--- config.mk ---
export PLATFORM = sky130hd
export DESIGN_NAME = tracking_ctrl
export DESIGN_NICKNAME = d
export VERILOG_FILES = /design/src/rtl/tracking_pkg.sv /design/src/rtl/frame_pixel_counter.sv /design/src/rtl/tracking_ctrl.sv
export SDC_FILE = /design/constraint.sdc
export NUM_CORES = 1
export LEC_CHECK = 0
export CAP_MARGIN = 30
export CORE_ASPECT_RATIO = 0.5
export CORE_MARGIN = 1.5
export CORE_UTILIZATION = 45
export CTS_BUF_LIST = sky130_fd_sc_hd__clkbuf_4 sky130_fd_sc_hd__clkbuf_8
export DETAILED_ROUTE_END_ITERATION = 8
export PLACE_DENSITY = 0.9
export SLEW_MARGIN = 20
export SYNTH_ARGS = -nofsm -noshare
export SYNTH_HDL_FRONTEND = slang
export SYNTH_SLANG_ARGS = --single-unit
--- constraint.sdc ---
create_clock -name clock_50 -period 4 [get_ports clock_50]
set_input_delay 1.2 -clock clock_50 [delete_from_list [all_inputs] [get_ports clock_50]]
set_output_delay 1.2 -clock clock_50 [all_outputs]
set_load 0.02 [all_outputs]
--- src/rtl/tracking_pkg.sv ---
// Shared types and helpers for the tracking front-end sequencer.
package tracking_pkg;

  localparam int unsigned TRK_COORD_W = 12;

  typedef enum logic [2:0] {
    IDLE   = 3'd0,
    SYNC   = 3'd1,
    STREAM = 3'd2,
    SKIP   = 3'd3,
    DRAIN  = 3'd4
  } ctrl_state_t;

  typedef struct packed {
    logic [TRK_COORD_W-1:0] center_x;
    logic [TRK_COORD_W-1:0] center_y;
    logic [TRK_COORD_W-1:0] width;
    logic [TRK_COORD_W-1:0] height;
  } trk_result_t;

  // Miss counter increment that holds at its 4-bit ceiling.
  function automatic logic [3:0] sat_inc4(input logic [3:0] v);
    logic [3:0] r;
    if (v == 4'd15) begin
      r = 4'd15;
    end else begin
      r = v + 4'd1;
    end
    return r;
  endfunction

endpackage

--- src/rtl/frame_pixel_counter.sv ---
// Per-frame beat counter shared by the STREAM and SKIP states.
// Wraps to zero on the beat that completes a frame so the next frame starts clean.
module frame_pixel_counter #(
  parameter int unsigned TOTAL = 307200,
  parameter int unsigned CW    = 19
) (
  input  logic          clk_i,
  input  logic          rst_ni,
  input  logic          clr_i,
  input  logic          en_i,
  output logic [CW-1:0] cnt_o,
  output logic          tc_o
);

  localparam logic [CW-1:0] LAST = CW'(TOTAL - 1);

  logic [CW-1:0] cnt_q;
  logic [CW-1:0] cnt_d;

  // Next count: clear has priority, terminal beat wraps, otherwise step per beat.
  always_comb begin
    cnt_d = cnt_q;
    if (clr_i) begin
      cnt_d = '0;
    end else if (en_i) begin
      if (cnt_q == LAST) begin
        cnt_d = '0;
      end else begin
        cnt_d = cnt_q + CW'(1);
      end
    end else begin
      cnt_d = cnt_q;
    end
  end

  // Count register with synchronous active-low reset.
  always_ff @(posedge clk_i) begin
    if (!rst_ni) begin
      cnt_q <= '0;
    end else begin
      cnt_q <= cnt_d;
    end
  end

  assign cnt_o = cnt_q;
  assign tc_o  = (cnt_q == LAST);

endmodule

--- src/rtl/tracking_ctrl.sv ---
// Frame sequencer in front of the tracker: aligns to start-of-frame, forwards
// whole frames, decimates, waits for a result with timeout, and reports status.
module tracking_ctrl
  import tracking_pkg::*;
#(
  parameter int unsigned WIDTH          = 640,
  parameter int unsigned HEIGHT         = 480,
  parameter int unsigned RESULT_TIMEOUT = 8192,
  parameter int unsigned LOST_FRAMES    = 4
) (
  input  logic                   clock_50,
  input  logic                   reset,
  input  logic                   enable,
  input  logic [3:0]             skip,
  input  logic                   pix_valid,
  input  logic                   pix_sof,
  input  logic [23:0]            pix_data,
  output logic                   pix_ready,
  output logic                   trk_wr_en,
  output logic [23:0]            trk_din,
  input  logic                   trk_full,
  input  logic                   trk_valid,
  input  logic [TRK_COORD_W-1:0] trk_center_x,
  input  logic [TRK_COORD_W-1:0] trk_center_y,
  input  logic [TRK_COORD_W-1:0] trk_width,
  input  logic [TRK_COORD_W-1:0] trk_height,
  output logic                   res_valid,
  output logic [TRK_COORD_W-1:0] res_center_x,
  output logic [TRK_COORD_W-1:0] res_center_y,
  output logic [TRK_COORD_W-1:0] res_width,
  output logic [TRK_COORD_W-1:0] res_height,
  output logic                   locked,
  output logic                   lost,
  output logic                   sync_err,
  output logic [15:0]            frame_count
);

  localparam int unsigned FRAME_PIX = WIDTH * HEIGHT;
  localparam int unsigned PIX_W     = (FRAME_PIX > 1) ? $clog2(FRAME_PIX) : 1;
  localparam int unsigned TMR_W     = (RESULT_TIMEOUT > 1) ? $clog2(RESULT_TIMEOUT) : 1;
  localparam logic [TMR_W-1:0] TMR_LAST = TMR_W'(RESULT_TIMEOUT - 1);
  localparam logic [4:0]       LOST_TH  = 5'(LOST_FRAMES);

  ctrl_state_t state_q;
  trk_result_t res_q;
  logic        res_valid_q;
  logic        locked_q;
  logic        lost_q;
  logic        sync_err_q;
  logic [15:0] frame_count_q;
  logic [3:0]  skip_cnt_q;
  logic [3:0]  miss_cnt_q;
  logic [TMR_W-1:0] timer_q;

  logic             pix_ready_s;
  logic             trk_wr_en_s;
  logic             cnt_en_s;
  logic             cnt_clr_s;
  logic [PIX_W-1:0] pix_cnt_s;
  logic             pix_tc_s;
  logic             drain_done_s;
  logic             lost_hit_s;

  // Handshake decode per state; reset forces the idle handshake immediately.
  always_comb begin
    pix_ready_s = 1'b1;
    trk_wr_en_s = 1'b0;
    if (!reset) begin
      pix_ready_s = 1'b1;
      trk_wr_en_s = 1'b0;
    end else begin
      case (state_q)
        IDLE:    pix_ready_s = 1'b1;
        SYNC:    pix_ready_s = !pix_sof;
        STREAM: begin
          pix_ready_s = !trk_full;
          trk_wr_en_s = pix_valid && !trk_full;
        end
        SKIP:    pix_ready_s = 1'b1;
        DRAIN:   pix_ready_s = 1'b0;
        default: pix_ready_s = 1'b1;
      endcase
    end
  end

  // Counter runs on accepted beats only while a frame body is being consumed.
  always_comb begin
    cnt_en_s  = 1'b0;
    cnt_clr_s = 1'b1;
    if ((state_q == STREAM) || (state_q == SKIP)) begin
      cnt_en_s  = pix_valid && pix_ready_s;
      cnt_clr_s = 1'b0;
    end else begin
      cnt_en_s  = 1'b0;
      cnt_clr_s = 1'b1;
    end
  end

  assign drain_done_s = (state_q == DRAIN) && (trk_valid || (timer_q == TMR_LAST));
  assign lost_hit_s   = (({1'b0, miss_cnt_q} + 5'd1) >= LOST_TH);

  frame_pixel_counter #(
    .TOTAL (FRAME_PIX),
    .CW    (PIX_W)
  ) u_pix_cnt (
    .clk_i  (clock_50),
    .rst_ni (reset),
    .clr_i  (cnt_clr_s),
    .en_i   (cnt_en_s),
    .cnt_o  (pix_cnt_s),
    .tc_o   (pix_tc_s)
  );

  // Frame sequencer with registered result and status outputs.
  always_ff @(posedge clock_50) begin
    if (!reset) begin
      state_q       <= IDLE;
      res_q         <= '0;
      res_valid_q   <= 1'b0;
      locked_q      <= 1'b0;
      lost_q        <= 1'b0;
      sync_err_q    <= 1'b0;
      frame_count_q <= 16'd0;
      skip_cnt_q    <= 4'd0;
      miss_cnt_q    <= 4'd0;
      timer_q       <= '0;
    end else begin
      res_valid_q <= 1'b0;
      case (state_q)
        IDLE: begin
          timer_q <= '0;
          if (enable) begin
            state_q <= SYNC;
          end
        end
        SYNC: begin
          timer_q <= '0;
          if (pix_valid && pix_sof) begin
            if (!enable) begin
              state_q <= IDLE;
            end else if (skip_cnt_q == 4'd0) begin
              state_q <= STREAM;
            end else begin
              state_q <= SKIP;
            end
          end
        end
        STREAM: begin
          if (cnt_en_s) begin
            // A second start-of-frame inside the body is kept as data but flagged.
            if (pix_sof && (pix_cnt_s != '0)) begin
              sync_err_q <= 1'b1;
            end
            if (pix_tc_s) begin
              state_q <= DRAIN;
              timer_q <= '0;
            end
          end
        end
        SKIP: begin
          if (cnt_en_s && pix_tc_s) begin
            skip_cnt_q <= skip_cnt_q - 4'd1;
            state_q    <= enable ? SYNC : IDLE;
          end
        end
        DRAIN: begin
          timer_q <= timer_q + TMR_W'(1);
          if (trk_valid) begin
            res_q.center_x <= trk_center_x;
            res_q.center_y <= trk_center_y;
            res_q.width    <= trk_width;
            res_q.height   <= trk_height;
            res_valid_q    <= 1'b1;
            locked_q       <= 1'b1;
            lost_q         <= 1'b0;
            miss_cnt_q     <= 4'd0;
          end else if (timer_q == TMR_LAST) begin
            miss_cnt_q <= sat_inc4(miss_cnt_q);
            locked_q   <= 1'b0;
            lost_q     <= lost_q | lost_hit_s;
          end
          if (drain_done_s) begin
            frame_count_q <= frame_count_q + 16'd1;
            skip_cnt_q    <= skip;
            state_q       <= enable ? SYNC : IDLE;
          end
        end
        default: state_q <= IDLE;
      endcase
    end
  end

  assign pix_ready    = pix_ready_s;
  assign trk_wr_en    = trk_wr_en_s;
  assign trk_din      = pix_data;
  assign res_valid    = res_valid_q;
  assign res_center_x = res_q.center_x;
  assign res_center_y = res_q.center_y;
  assign res_width    = res_q.width;
  assign res_height   = res_q.height;
  assign locked       = locked_q;
  assign lost         = lost_q;
  assign sync_err     = sync_err_q;
  assign frame_count  = frame_count_q;

endmodule

# Word-level counts from Yosys, hierarchy flattened
# Cells that the tools add are included.
[op_classes]
muxes = 30
bitwise_logic = 1
reduce_logical = 26
n_addsub = 6
magnitude_cmp = 1
n_eq_ne = 13
[op_table]
columns = ["cell", "n"]
rows = [
  ["$pmux W13 S3", 1],
  ["$mux W13", 2],
  ["$mux W4", 5],
  ["$add A19 B1 Y19 const B", 1],
  ["$eq A19 B19 Y1 const B", 1],
  ["$mux W19", 1],
  ["$reduce_bool A19 Y1", 1],
  ["$mux W3", 6],
  ["$add A16 B1 Y16 const B", 1],
  ["$pmux W3 S5", 1],
  ["$add A13 B1 Y13 const B", 1],
  ["$eq A13 B13 Y1 const B", 1],
  ["$mux W1", 11],
  ["$ne A2 B2 Y1 const B", 5],
  ["$reduce_and A2 Y1", 5],
  ["$reduce_and A3 Y1", 3],
  ["$pmux W4 S2", 1],
  ["$eq A3 B2 Y1 const B", 2],
  ["$logic_and A1 B1 Y1", 6],
  ["$reduce_and A6 Y1", 1],
  ["$add A4 B1 Y5 const B", 1],
  ["$ge A5 B3 Y1 const B", 1],
  ["$add A4 B1 Y4 const B", 1],
  ["$eq A4 B4 Y1 const B", 1],
  ["14 further kinds", 17],
]
[totals]
elab_cells = 91
register_bits = 111

# Depth between registers and ports, before layout
[depth]
ltp_word = 8
depth_mapped = 8

# Modules after synthesis
# A second synthesis with hierarchy kept.
[unflattened]
cells_unflattened = 620
hier_area_um2 = 5099.9
[by_module_without_submodules]
columns = ["mod", "cells_per_inst", "area_per_inst_um2", "n_inst"]
rows = [
  ["tracking_ctrl", 519, 4167.7, 1],
  ["frame_pixel_counter", 101, 932.1, 1],
]

# Worst setup path after synthesis
# OpenSTA, ideal clock, no wires.
[synth_path]
path_kind = "input port to output port"
start = "in reset"
end = "out trk_wr_en"
n_path_buf = 2
path_slack_ns = 0.629
arrival_time_ns = 2.171
stages = 4
path_cell_list = "buf_2 > clkbuf_1 > nand2_1 > nor3_1"
[synth_between]
elab_chain_cells = 1
[synth_rtl]
columns = ["item", "line", "text"]
rows = [
  ["start: declaration", "tracking_ctrl.sv:12", "input logic reset,"],
  ["$mux W1", "tracking_ctrl.sv:68", "if (!reset) begin"],
  ["end: declaration", "tracking_ctrl.sv:19", "output logic trk_wr_en,"],
]
# No other way between the ends.

# Worst setup path in the final report
[layout_path]
start = "in pix_sof"
end = "out pix_ready"
[layout_between]
elab_chain_cells = 3
[layout_rtl]
columns = ["item", "line", "text"]
rows = [
  ["start: declaration", "tracking_ctrl.sv:16", "input logic pix_sof,"],
  ["$logic_not A1 Y1", "tracking_ctrl.sv:74", "SYNC: pix_ready_s = !pix_sof;"],
  ["$pmux W1 S3", "tracking_ctrl.sv:72", "case (state_q)"],
  ["$mux W1", "tracking_ctrl.sv:68", ""],
  ["end: declaration", "tracking_ctrl.sv:18", "output logic pix_ready,"],
]
# No other way between the ends.

==> summary.txt <==
Floorplan
  – Die span in x: around 150 um
  – Initial core utilization: 0.476
  – Row cnt: 26
  – Core Region: 10500 sq um
  – Die Span Y: 77.5 um
  – Die area: 11800 sq um
  – I/O pins: 177

Timing
  – Pins Over Slew Limit: 0
  – # setup viols final: 0
  – Clk_skew: roughly 0.0076 ns
  – Slew @ Worst Pin: about 0.77 ns
  – Fin crit share: 0.969
  – Achievable clock frequency: roughly 0.26 GHz
  – Final Hold Fails: 0
  – Min Tclk post-route: 3.87 ns
  – Worst rel slew slack: 0.487
  – RSZ-0062 raised after global routing: false
  – Setup TNS: 0 ns

Logic synthesis
  – Top-count cell post-synth: dfxtp_1
  – Post-synth top area cell: dfxtp_1
  – Mapped Cells: between 500 and 600
  – Synth cell types: 62
  – Post-synth EDFFs: 0
  – Area contributors post-synth: dfxtp_1, a22o_1, buf_4, nor2_1, nand2_1
  – FFs w/ async S/R, synth: 0
  – Syn Area/Cell: between 9 and 10 sq um
  – Synth Cell Area: approximately 5000 sq um
  – Synthesized flop and latch total: 111
  – YS warnings: 0
  – Syn nets: 624
  – Post-synthesis sequential area ratio: 0.445
  – Yosys top cell area share: 0.445
  – Top_reg_cell synth: dfxtp_1
  – Post-synth top cells: dfxtp_1, nor2_1, a22o_1, nand2_1

Drt
  – Antenna-violating nets left: 0
  – DRT Pass-1 Iters: 6
  – Drt drc: 0
  – Final wirelength: 12.6 mm
  – Vias per cell: 5.74
  – Drt initial violations: 302
  – Wire per inst: approximately 16 um
  – Via count: between 4000 and 5000

Hold path
  – Hold Crit Class: reg2reg

Worst setup path
  – CP max stage delay: 0.54 ns
  – Worst Path Buf+Inv: 2
  – Crit Reg-Reg Endpoint: u_pix_cnt.cnt_o[9]
  – Reg2Reg Depth: 5
  – Crit-path cells: clkdlybuf4s50_1 > nand2_1 > o32ai_1 > nand2_1 > clkdlybuf4s50_1
  – Kind of cell adding the most delay to the critical path: buffers and inverters
  – CP endpoint kind: output port
  – Worst Path Required: 2.80 ns
  – Worst Setup EP: pix_ready
  – Slowest CP cell: clkdlybuf4s50_1
  – Startpoint Class: input port
  – CP arrival: between 2 and 3 ns
  – Crit Path Max Fanout: 3
  – Setup Crit Path Kind: in2out
  – Flop2flop setup slack: 1.55 ns
  – Reg2Reg Launch Point: state_q[1]
  – Crit path from: pix_sof
  – WP depth: 5

Global route
  – All-Layer GR Usage: 0.211
  – Largest net degree at the start of global routing: 50
  – Vias in the first global route: 4325
  – Global-route wire length before repair: 20.4 mm
  – Initial antenna violation count: 0
  – Grt ovf: 0

CTS
  – Root Buffer: clkbuf_8
  – Cts repair resizes: 0
  – Clock slew at reported path FFs: 0.10 ns
  – Post-CTS setup buffer count: 0
  – Clk_lat worst skew: 0.37 ns
  – CTS buffer count: 9
  – H-tree lvl count: 3
  – CTS tree: done
  – CTS Hold Buffers Added: 0
  – Clk buf depth: 2
  – Clk sink count: 111

Finish
  – Nets: around 720
  – Sequential Area: 2220 sq um
  – Final std cells w/o fill: 774
  – Layout area overhead: 28.0%
  – Layout cell share with drive strength beyond 1: 0.0711
  – Area taken by multi-input logic gates: 2430 sq um
  – Filler cells: 852

Power and ir drop
  – VDD IR max: about 0.16 mV
  – Tot Pwr: 0.00194 W
  – Static Leakage: 2.21 nW
  – Pwr Density: 303 nW/um^2

Outcome
  – Outcome: finished clean

Place
  – Detail Placement HPWL: approximately 8.9 mm
  – Inst Count DP: 756
  – GP Congestion: ~0.9
  – Buffers on Ports: about 130

Run
  – Max cap viols: 0
## cell usage in the layout (no fill, tap or decap), drive strengths merged, types with 7 or more instances in the layout
cell type      Yosys  layout
a21oi             20      20
nor3              12      12
nand2             36      36
and3               7       7
nor4              11      11
nor2              52      52
a31oi             10      10
xnor2             14      14
clkdlybuf4s50      0     128
dfxtp            111     111
clkbuf            15      10
inv               11      12
o21ai             10      10
nand4             20      20
xor2              15      15
ha                 7       7
buf               37       7
nand3             25      25
a22o              48      48
## through the flow
step / hold WS [ns] / instance area [sq um] / setup slack [ns] / util
5_1_grt: 0.488 / 6390 / 0.0257 / 0.609
6_report: 0.474 / 6400 / 0.126 / 0.609
3_5_place_dp: 0.457 / 6200 / 0.126 / 0.590
4_1_cts: 0.475 / 6380 / 0.122 / 0.608
3_3_place_gp: 0.451 / 6200 / 0.195 / 0.590
2_1_floorplan: 0.452 / 5000 / 0.629 / -
## sequential cells by signal, indices dropped and copies added (netlist names), 12 cells and up
name / cells
res_width: 12
frame_count: 16
res_center_x: 12
timer_q: 13
res_center_y: 12
u_pix_cnt.cnt_o: 19
res_height: 12
## report_power, final
group          total (W)  internal (W)  switching (W)
sequential       0.00113       0.00111      0.0000183
combinational   0.000176     0.0000934      0.0000825
clock           0.000629      0.000246       0.000383
total            0.00194       0.00145       0.000484
## tightest hold or removal path, stage by stage (launching register included)
cell and delay [ns]:
dfxtp_1 0.33, nand2_1 0.06, a21oi_1 0.05
## kinds of logic after synthesis
logic type | Yosys count | share of synthesized area
buffers and inverters | 64 | 0.0726
adders and majority gates | 8 | 0.0195
xor gates and xnor gates | 29 | 0.0508
and+or+nand+nor | 197 | 0.216
AOI/OAI and AO/OA | 120 | 0.187
DFF | 111 | 0.445
muxes | 5 | 0.0100
## area by class of cell
type	instances	share of cell area
clock buffers	10	0.0215
diodes	1	0.000391
inverters	12	0.00704
flip-flops and latches	111	0.347
clock inverters	6	0.00704
multi-input cells	359	0.380
repair buffers	135	0.209
well taps	140	0.0274
## routing by layer
metal	vias up	track usage	wire length (um)
met5	-	0	0
met4	0	0.112	350
met3	39	0.0581	865
met2	185	0.354	6100
met1	2109	0.249	5290
li1	2113	-	-
## how the worst min path moves through the flow
stage                       start             to  slack (ns)  depth (start not counted)
global placement             lost           lost        0.45                          1
finish                     locked         locked        0.47                          2
floorplan           skip_cnt_q[3]  skip_cnt_q[3]        0.45                          2
global route               locked         locked        0.49                          2
CTS                        locked         locked        0.47                          2
detailed placement         locked         locked        0.46                          2
No activity file was read; power rests on OpenSTA's default activity.
==> RTL edit: new RTL, same settings <==
`WIDTH`: 640 -> 1280.
--- a/src/rtl/tracking_ctrl.sv
+++ b/src/rtl/tracking_ctrl.sv
@@ -3,7 +3,7 @@
 module tracking_ctrl
   import tracking_pkg::*;
 #(
-  parameter int unsigned WIDTH          = 640,
+  parameter int unsigned WIDTH          = 1280,
   parameter int unsigned HEIGHT         = 480,
   parameter int unsigned RESULT_TIMEOUT = 8192,
   parameter int unsigned LOST_FRAMES    = 4
Formal check against the unedited RTL: no difference found for any inputs over 10 cycles, from zero or initial values and one cycle with reset low; that may be too few to reach the edited logic, so the function may still have changed.
==> RTL edit against the unedited design <==
  * Fmax down 2.1%
  * Final cell count up 4.3%
  * Register-to-register slack hardly changed
  * Synthesized area up 5.0%
  * Via count increased by 0.74%
  * Setup slack got worse by 85 ps
  * Critical endpoint unchanged
  * Design area is 4.8% higher
  * Routed wire length increased by 0.71%
  * Highest routed layer unchanged
  * First-iteration DRC count decreased by 8.9%
  * Sequential cell count is 1 higher
  * Sequential share of layout area shrank 1.3 points
  * Total power grew 11%
==> RTL edit: results <==
set metrics [dict create \
    status "completed" \
    reg2reg_to "u_pix_cnt.cnt_o[13]" \
    syn-num-nets 639 \
    r2r-start "u_pix_cnt.cnt_o[13]" \
    dp_hpwl_mm 8.89 \
    drt-total-wl_mm 12.7 \
    leakagePower_nw 2.24 \
    synth_area_leaders "dfxtp_1 (43%), a22o_1 (8.0%), xnor2_1 (4.5%), nor3_2 (3.8%), buf_4 (3.6%)" \
    finalClockSkew_ps 17.0 \
    wl_met2_mm 6.22 \
    hp-start "lost" \
    fin_crit_sh_pct 99.0 \
    p_clk_share_pct 33.7 \
    largest_reg_flops 20 \
    cp_data_arrival_time_ps 2760 \
    crit_fanout 2 \
    endpoint "pix_ready" \
    drt-met1-wl_mm 5.47 \
    drt_first_pass_iters 4 \
    ys_seq_area_share_pct 42.7 \
    grt_pass1_wl_mm 20.7 \
    placed_area_sq_mm 0.00647 \
    vdd_drop_max_v 0.000163 \
    ff2ff_path_depth 6 \
    routabilityCongestion 0.815 \
    synth_cell_types 64 \
    first_global_vias 4323 \
    synth_area_per_cell_sq_um 9.56 \
    grt.met2_usage_pct 35.7 \
    n_antenna_cell 0 \
    synthTopCellsByCount "dfxtp_1 (112), a22o_1 (48), nor2_1 (38)" \
    hold_depth 1 \
    slowest_delay_ps 640 \
    nNetsFinal 733 \
    track_usage_pct 20.6 \
    swShare_pct 27.6 \
    place_ws_ps 54.8 \
    grt_max_degree 50 \
    drt-initial-drc-count 275 \
    num_vias 4479 \
    hold-path-endpoint "lost" \
    routed_via_density 5.55 \
    clk_latency_ps 380 \
    relSlewSlack_pct 60.1 \
    pg_comb_w 0.000277 \
    met3_length_um 790 \
    grt_use_met3_pct 6.22 \
    use_met1_pct 24.6 \
    drive_gt1_share_pct 10.6 \
]
==> RTL edit: kinds of logic after synthesis <==
group           after synthesis  share of synthesized area [%]
mux                          13                           2.48
buf+inv                      70                           7.97
fa+ha+maj                     7                           1.67
compound gates              104                           15.6
simple gates                211                           24.2
xor+xnor                     32                           5.34
flops                       112                           42.7
==> RTL edit: metrics by stage <==
| stage | power (W) | hold slack (ps) | utilization, % |
|---|---|---|---|
| after CTS | 0.00217 | 487 | 59.9 |
| after floorplan | 0.00139 | 447 | - |
| after global placement | 0.00144 | 451 | 57.9 |
| final | 0.00215 | 480 | 60.0 |
| after detailed placement | 0.00145 | 459 | 57.9 |
| after global routing | 0.00224 | 507 | 60.0 |
==> RTL edit: area by class of cell <==
type,instances,area (sq um)
Tap cell,159,199
Inverter,10,37.5
Clock inverter,7,97.6
Timing Repair Buffer,143,1390
Sequential cell,112,2240
Multi-Input combinational cell,367,2610
Fill cell,956,4480
Clock buffer,9,124
